`src/rtl/ps2_key_event_mmio.sv`:
```
// PS/2 scan-code decoder with an event FIFO and a paddle key bitmap, exposed as three MMIO words.
// Events appear one cycle after the final byte; reads are combinational; a push into a full FIFO with no pop is dropped and sets sticky overflow.
module ps2_key_event_mmio #(
    parameter logic [11:0] BASE_ADDR  = 12'd2000,
    parameter int          FIFO_DEPTH = 8,
    parameter int          PTR_W      = 3
) (
    input  logic        clock,
    input  logic        reset,
    input  logic        scan_valid,
    input  logic [7:0]  scan_code,
    input  logic [11:0] address_dmem,
    input  logic        wren,
    input  logic [31:0] data,
    output logic        mmio_hit,
    output logic [31:0] mmio_q,
    output logic [4:0]  key_state,
    output logic        irq_pending
);

    localparam logic [11:0]    ADDR_EV   = BASE_ADDR;
    localparam logic [11:0]    ADDR_KEY  = BASE_ADDR + 12'd1;
    localparam logic [11:0]    ADDR_STAT = BASE_ADDR + 12'd2;
    localparam logic [PTR_W:0] FULL_CNT  = (PTR_W+1)'(FIFO_DEPTH);
    localparam logic [PTR_W:0] CNT_ONE   = (PTR_W+1)'(1);
    localparam logic [PTR_W-1:0] PTR_ONE = PTR_W'(1);

    typedef enum logic [1:0] {
        S_IDLE,
        S_EXT,
        S_BRK,
        S_EXT_BRK
    } dec_state_t;

    dec_state_t state, state_nxt;
    logic       emit, ev_ext, ev_rel, is_prefix;

    logic [9:0]       mem [FIFO_DEPTH];
    logic [PTR_W-1:0] rd_ptr, wr_ptr;
    logic [PTR_W:0]   count, count_nxt;
    logic             overflow;
    logic             pop, push, drop, clr_ovf;
    logic             data_unused;

    // Store data carries no meaning here; only the strobe matters.
    assign data_unused = ^data;

    assign is_prefix = (scan_code == 8'hE0) || (scan_code == 8'hF0) || (scan_code == 8'hE1);

    always_ff @(posedge clock) begin
        if (reset) state <= S_IDLE;
        else       state <= state_nxt;
    end

    always_comb begin
        state_nxt = state;
        emit      = 1'b0;
        ev_ext    = 1'b0;
        ev_rel    = 1'b0;
        if (scan_valid) begin
            case (state)
                S_IDLE: begin
                    if (scan_code == 8'hE0)      state_nxt = S_EXT;
                    else if (scan_code == 8'hF0) state_nxt = S_BRK;
                    else if (scan_code != 8'hE1) emit = 1'b1;
                end
                S_EXT: begin
                    if (scan_code == 8'hF0)      state_nxt = S_EXT_BRK;
                    else if (scan_code != 8'hE0) begin
                        emit      = 1'b1;
                        ev_ext    = 1'b1;
                        state_nxt = S_IDLE;
                    end
                end
                S_BRK: begin
                    emit      = !is_prefix;
                    ev_rel    = 1'b1;
                    state_nxt = S_IDLE;
                end
                S_EXT_BRK: begin
                    emit      = !is_prefix;
                    ev_ext    = 1'b1;
                    ev_rel    = 1'b1;
                    state_nxt = S_IDLE;
                end
                default: state_nxt = S_IDLE;
            endcase
        end
    end

    // A pop frees a slot in the same cycle, so a full FIFO still accepts a push alongside it.
    assign pop     = wren && (address_dmem == ADDR_EV) && (count != '0);
    assign push    = emit && ((count != FULL_CNT) || pop);
    assign drop    = emit && (count == FULL_CNT) && !pop;
    assign clr_ovf = wren && (address_dmem == ADDR_STAT);

    always_comb begin
        count_nxt = count;
        if (push && !pop)      count_nxt = count + CNT_ONE;
        else if (pop && !push) count_nxt = count - CNT_ONE;
    end

    always_ff @(posedge clock) begin
        if (push) mem[wr_ptr] <= {ev_ext, ev_rel, scan_code};
    end

    always_ff @(posedge clock) begin
        if (reset) begin
            rd_ptr      <= '0;
            wr_ptr      <= '0;
            count       <= '0;
            overflow    <= 1'b0;
            irq_pending <= 1'b0;
        end else begin
            if (push) wr_ptr <= wr_ptr + PTR_ONE;
            if (pop)  rd_ptr <= rd_ptr + PTR_ONE;
            count       <= count_nxt;
            irq_pending <= (count_nxt != '0);
            if (drop)         overflow <= 1'b1;
            else if (clr_ovf) overflow <= 1'b0;
        end
    end

    always_ff @(posedge clock) begin
        if (reset) begin
            key_state <= '0;
        end else if (emit) begin
            case ({ev_ext, scan_code})
                9'h01D:  key_state[0] <= !ev_rel;
                9'h01B:  key_state[1] <= !ev_rel;
                9'h175:  key_state[2] <= !ev_rel;
                9'h172:  key_state[3] <= !ev_rel;
                9'h029:  key_state[4] <= !ev_rel;
                default: ;
            endcase
        end
    end

    always_comb begin
        mmio_hit = 1'b0;
        mmio_q   = '0;
        case (address_dmem)
            ADDR_EV: begin
                mmio_hit = 1'b1;
                if (count != '0) mmio_q = {1'b1, 21'b0, mem[rd_ptr]};
            end
            ADDR_KEY: begin
                mmio_hit = 1'b1;
                mmio_q   = {27'b0, key_state};
            end
            ADDR_STAT: begin
                mmio_hit       = 1'b1;
                mmio_q[8]      = overflow;
                mmio_q[PTR_W:0] = count;
            end
            default: ;
        endcase
    end

endmodule

```
`config.mk`:
```
export PLATFORM = sky130hd
export DESIGN_NAME = ps2_key_event_mmio
export DESIGN_NICKNAME = d
export VERILOG_FILES = /design/src/rtl/ps2_key_event_mmio.sv
export SDC_FILE = /design/constraint.sdc
export NUM_CORES = 1
export LEC_CHECK = 0
export ABC_AREA = 1
export CORE_UTILIZATION = 52
export CTS_CLUSTER_SIZE = 28
export DETAILED_ROUTE_END_ITERATION = 8
export PLACE_DENSITY_LB_ADDON = 0.1
export REMOVE_ABC_BUFFERS = 1
export SYNTH_ARGS = -nofsm -noshare
export SYNTH_HDL_FRONTEND = slang
export SYNTH_SLANG_ARGS = --single-unit
```
`constraint.sdc`:
```
create_clock -name clock -period 2.42 [get_ports clock]
set_input_delay 0.484 -clock clock [delete_from_list [all_inputs] [get_ports clock]]
set_output_delay 0.484 -clock clock [all_outputs]
set_load 0.05 [all_outputs]
```
==> flow_metrics.tcl <==
set metrics [dict create \
    ant_nets 0 \
    fmax_ghz 0.424 \
    r2r_slack_ns 0.46 \
    status "finished with violations" \
    grt_pass1_vias 3615 \
    p_int_w 0.00276 \
    end_kind "output pin" \
    peakVddDrop_v 0.000349 \
    synthesis.area_sq_mm 0.00479 \
    utilization 0.722 \
    multi_input_area_sq_mm 0.00191 \
    synth_edf_count 80 \
    max_stage_delay_ns 0.38 \
    seq_power_share 0.537 \
    worstHoldStart "rd_ptr[2]$_SDFFE_PP0N_" \
    cp_num_buf_inv 3 \
    tightestPinTransition_ns 0.499 \
    critical_path.most_common_cell "nand2_4" \
    p_per_area_mw_per_mm2 572 \
    reg2reg_to "mem[3][0]$_DFFE_PP_" \
    n_antenna_cell 0 \
    required_ns 1.94 \
    area_growth_pct 32.9 \
    cts_tree "done" \
    grt_use_total 0.255 \
    vias 3725 \
    cts_hold_buf 0 \
    report.final.slew_viol_count 0 \
    dp_hpwl_mm 7.83 \
    reg2reg_depth 11 \
    yosys-top-cells-count "edfxtp_1 (80), nor2_1 (72), nand2_1 (52)" \
    n_fill_cell 631 \
    crit_arrival_ns 1.88 \
    max_cap_viol_count 0 \
    hold_path_depth 2 \
    rows 34 \
    ff_latch_area_sq_mm 0.00285 \
    slowest_stage "dfxtp_4" \
    root_buffer "clkbuf_8" \
    yosysMostFrequentCell "edfxtp_1" \
    drt-total-wl_mm 11.7 \
    period_needed_ns 2.36 \
    criticalPathCategory "register to output pin" \
    violations "DRC" \
    syn_avg_cell_area_sq_um 10.2 \
    synth_area_leaders "edfxtp_1 (50%), dfxtp_1 (9.2%), nor2_1 (5.6%), o21ai_0 (4.9%), nand2_1 (4.1%)" \
    async_reset_ff_frac 0 \
    reg2reg_from "count[0]$_SDFF_PP0_" \
    synth_cells 469 \
    finalClockSkew_ns 0.0105 \
    start_util 0.543 \
    synth.top_cell.area_share 0.502 \
    die_x_microns 97.9 \
    finalCritPeriodShare 0.975 \
    cp_max_fo 7 \
    fin_ws_ns 0.0608 \
    avgRoutedWirePerCell_microns 17.0 \
    setup_viol 0 \
    numCtsBuffers 9 \
    routed_via_density 5.44 \
    clk_path_buf_depth 2 \
    htree_levels 3 \
    drive_gt1_frac 0.277 \
    nNetsFinal 632 \
    grt_pass1_wl_mm 18.6 \
    overflow 0 \
    hold_viol 0 \
    port_buffers 41 \
    place_congestion 0.873 \
    cellLeakagePower_nw 2.38 \
    crit_path_cell_trace "inv_4 -> ha_4 -> nand3_4 -> nand2_4 -> nor2_4 -> buf_8 -> nand2_4 -> a31oi_4 -> buf_12" \
    clk-insertion-delay-late_ns 0.36 \
    power_switching_share 0.240 \
    finalPower_w 0.00364 \
    hold_class "register to register" \
    cts_sinks 102 \
    p_switching_w 0.000874 \
    antenna_found_initial 0 \
    fp.dieH_microns 97.9 \
    power_frac_comb 0.115 \
    drt_iter0_markers 165 \
    path_clk_slew_ns 0.10 \
    drcViolationCount 5 \
    grt_max_degree 41 \
    core-area_sq_mm 0.00881 \
    slew_headroom 0.666 \
    yosysWarnings 0 \
    critPathTopFamily "buffers and inverters" \
    rsz0062_at_grt "true" \
    dieArea_sq_mm 0.00959 \
    startpoint_type "register" \
    synth_largest_area_cell "edfxtp_1" \
    ys_ff_latch 102 \
    yosysSeqAreaShare 0.594 \
    drtPass1Iterations 6 \
    synthFlopType "edfxtp_1" \
    num_io_pins 95 \
    dpl_worst_slack_ns -0.363 \
    pwr-share-clk 0.348 \
    yosys.cell_types.count 37 \
]
power groups by stage:
stage / Combinational, W / Sequential (W) / Clock [W]
global placement: 0.000373 / 0.00199 / 0
finish: 0.000419 / 0.00195 / 0.00126
global route: 0.000452 / 0.00196 / 0.00134
CTS: 0.000400 / 0.00195 / 0.00127
floorplan: 0.000216 / 0.00200 / 0
detailed placement: 0.000378 / 0.00199 / 0
stage by stage:
step | hold WS [ns] | instances | TNS [ns] | area (sq um)
3_5_place_dp | 0.465 | 657 | -4.59 | 5730
4_1_cts | 0.498 | 682 | 0 | 6230
2_1_floorplan | 0.448 | 453 | -7.02 | 4640
6_report | 0.502 | 685 | 0 | 6360
3_3_place_gp | 0.465 | 657 | -3.93 | 5730
5_1_grt | 0.527 | 685 | -0.0615 | 6360
flip-flops by register name, indices dropped and copies added (netlist names), named ones only:
name	count
mem	80
wr_ptr	3
key_state	5
state	2
rd_ptr	3
overflow	1
irq_pending	1
count	4
kinds of logic after synthesis:
family,count (synthesis),synth area share
and+or+nand+nor,188,0.194
DFF,102,0.594
AOI/OAI and AO/OA,87,0.109
buffers and inverters,81,0.0810
xor gates and xnor gates,6,0.0110
adders and majority gates,4,0.0105
other,1,0.000784
worst reg2reg max path, cell delays in order, from the launching register on:
cell and delay (ns):
dfxtp_4 0.38, inv_4 0.06, ha_4 0.17, nand3_4 0.10, buf_4 0.13, nand4_4 0.10, nand2_1 0.12, nand2_4 0.08
nor2_1 0.09, inv_1 0.08, nor2_1 0.15, buf_4 0.20
layout by cell type, fill, tap and decap left out, drive strengths merged:
| cell | synthesis | routed |
|---|---|---|
| clkinv | 2 | 4 |
| nor4 | 4 | 4 |
| nand3 | 35 | 35 |
| bufinv | 0 | 3 |
| o221ai | 20 | 20 |
| nand2 | 58 | 58 |
| or3b | 1 | 1 |
| dlygate4sd2 | 0 | 11 |
| edfxtp | 80 | 80 |
| dlymetal6s2s | 0 | 1 |
| nor3 | 3 | 3 |
| buf | 22 | 79 |
| o31ai | 1 | 1 |
| xnor2 | 1 | 1 |
| inv | 43 | 44 |
| clkbuf | 14 | 10 |
| ha | 4 | 4 |
| a21oi | 13 | 13 |
| nand4 | 6 | 6 |
| conb | 1 | 21 |
| dfxtp | 22 | 22 |
| clkdlybuf4s50 | 0 | 17 |
| or2 | 1 | 1 |
| a31oi | 4 | 4 |
| xor2 | 5 | 5 |
| nor2 | 80 | 80 |
| o21ai | 49 | 49 |
area by class of cell:
class	instances	share of cell area
clock buffer	10	0.0201
multi-input combinational	306	0.301
clock inverter	6	0.0169
tap	108	0.0212
timing repair buffer	108	0.166
inverter	45	0.0270
sequential	102	0.448
per-layer routing:
layer,vias up,GRT usage,part of all wire
li1,1799,-,-
met1,1766,0.338,0.43
met2,138,0.424,0.48
met3,22,0.0372,0.060
met4,0,0.101,0.025
met5,-,0,0
worst max-delay path by stage:
stage	startpoint	endpoint	slack [ns]	depth (start not counted)
2_1_floorplan	address_dmem[11]	mmio_q[5]	-0.89	7
3_3_place_gp	address_dmem[3]	mmio_q[6]	-0.25	10
3_5_place_dp	address_dmem[3]	mmio_q[9]	-0.36	10
4_1_cts	address_dmem[2]	mmio_q[9]	0.01	10
5_1_grt	count[1]$_SDFF_PP0_	mmio_q[6]	-0.02	9
6_report	count[0]$_SDFF_PP0_	mmio_q[6]	0.06	9
repair_timing:
item,4_1_cts,5_1_grt
setup endpoints to repair,10,10
pin swaps,9,5
gates resized for setup,56,25
buffers inserted,9,3
hold endpoints to repair,0,0
No activity file was read; power rests on OpenSTA's default activity.
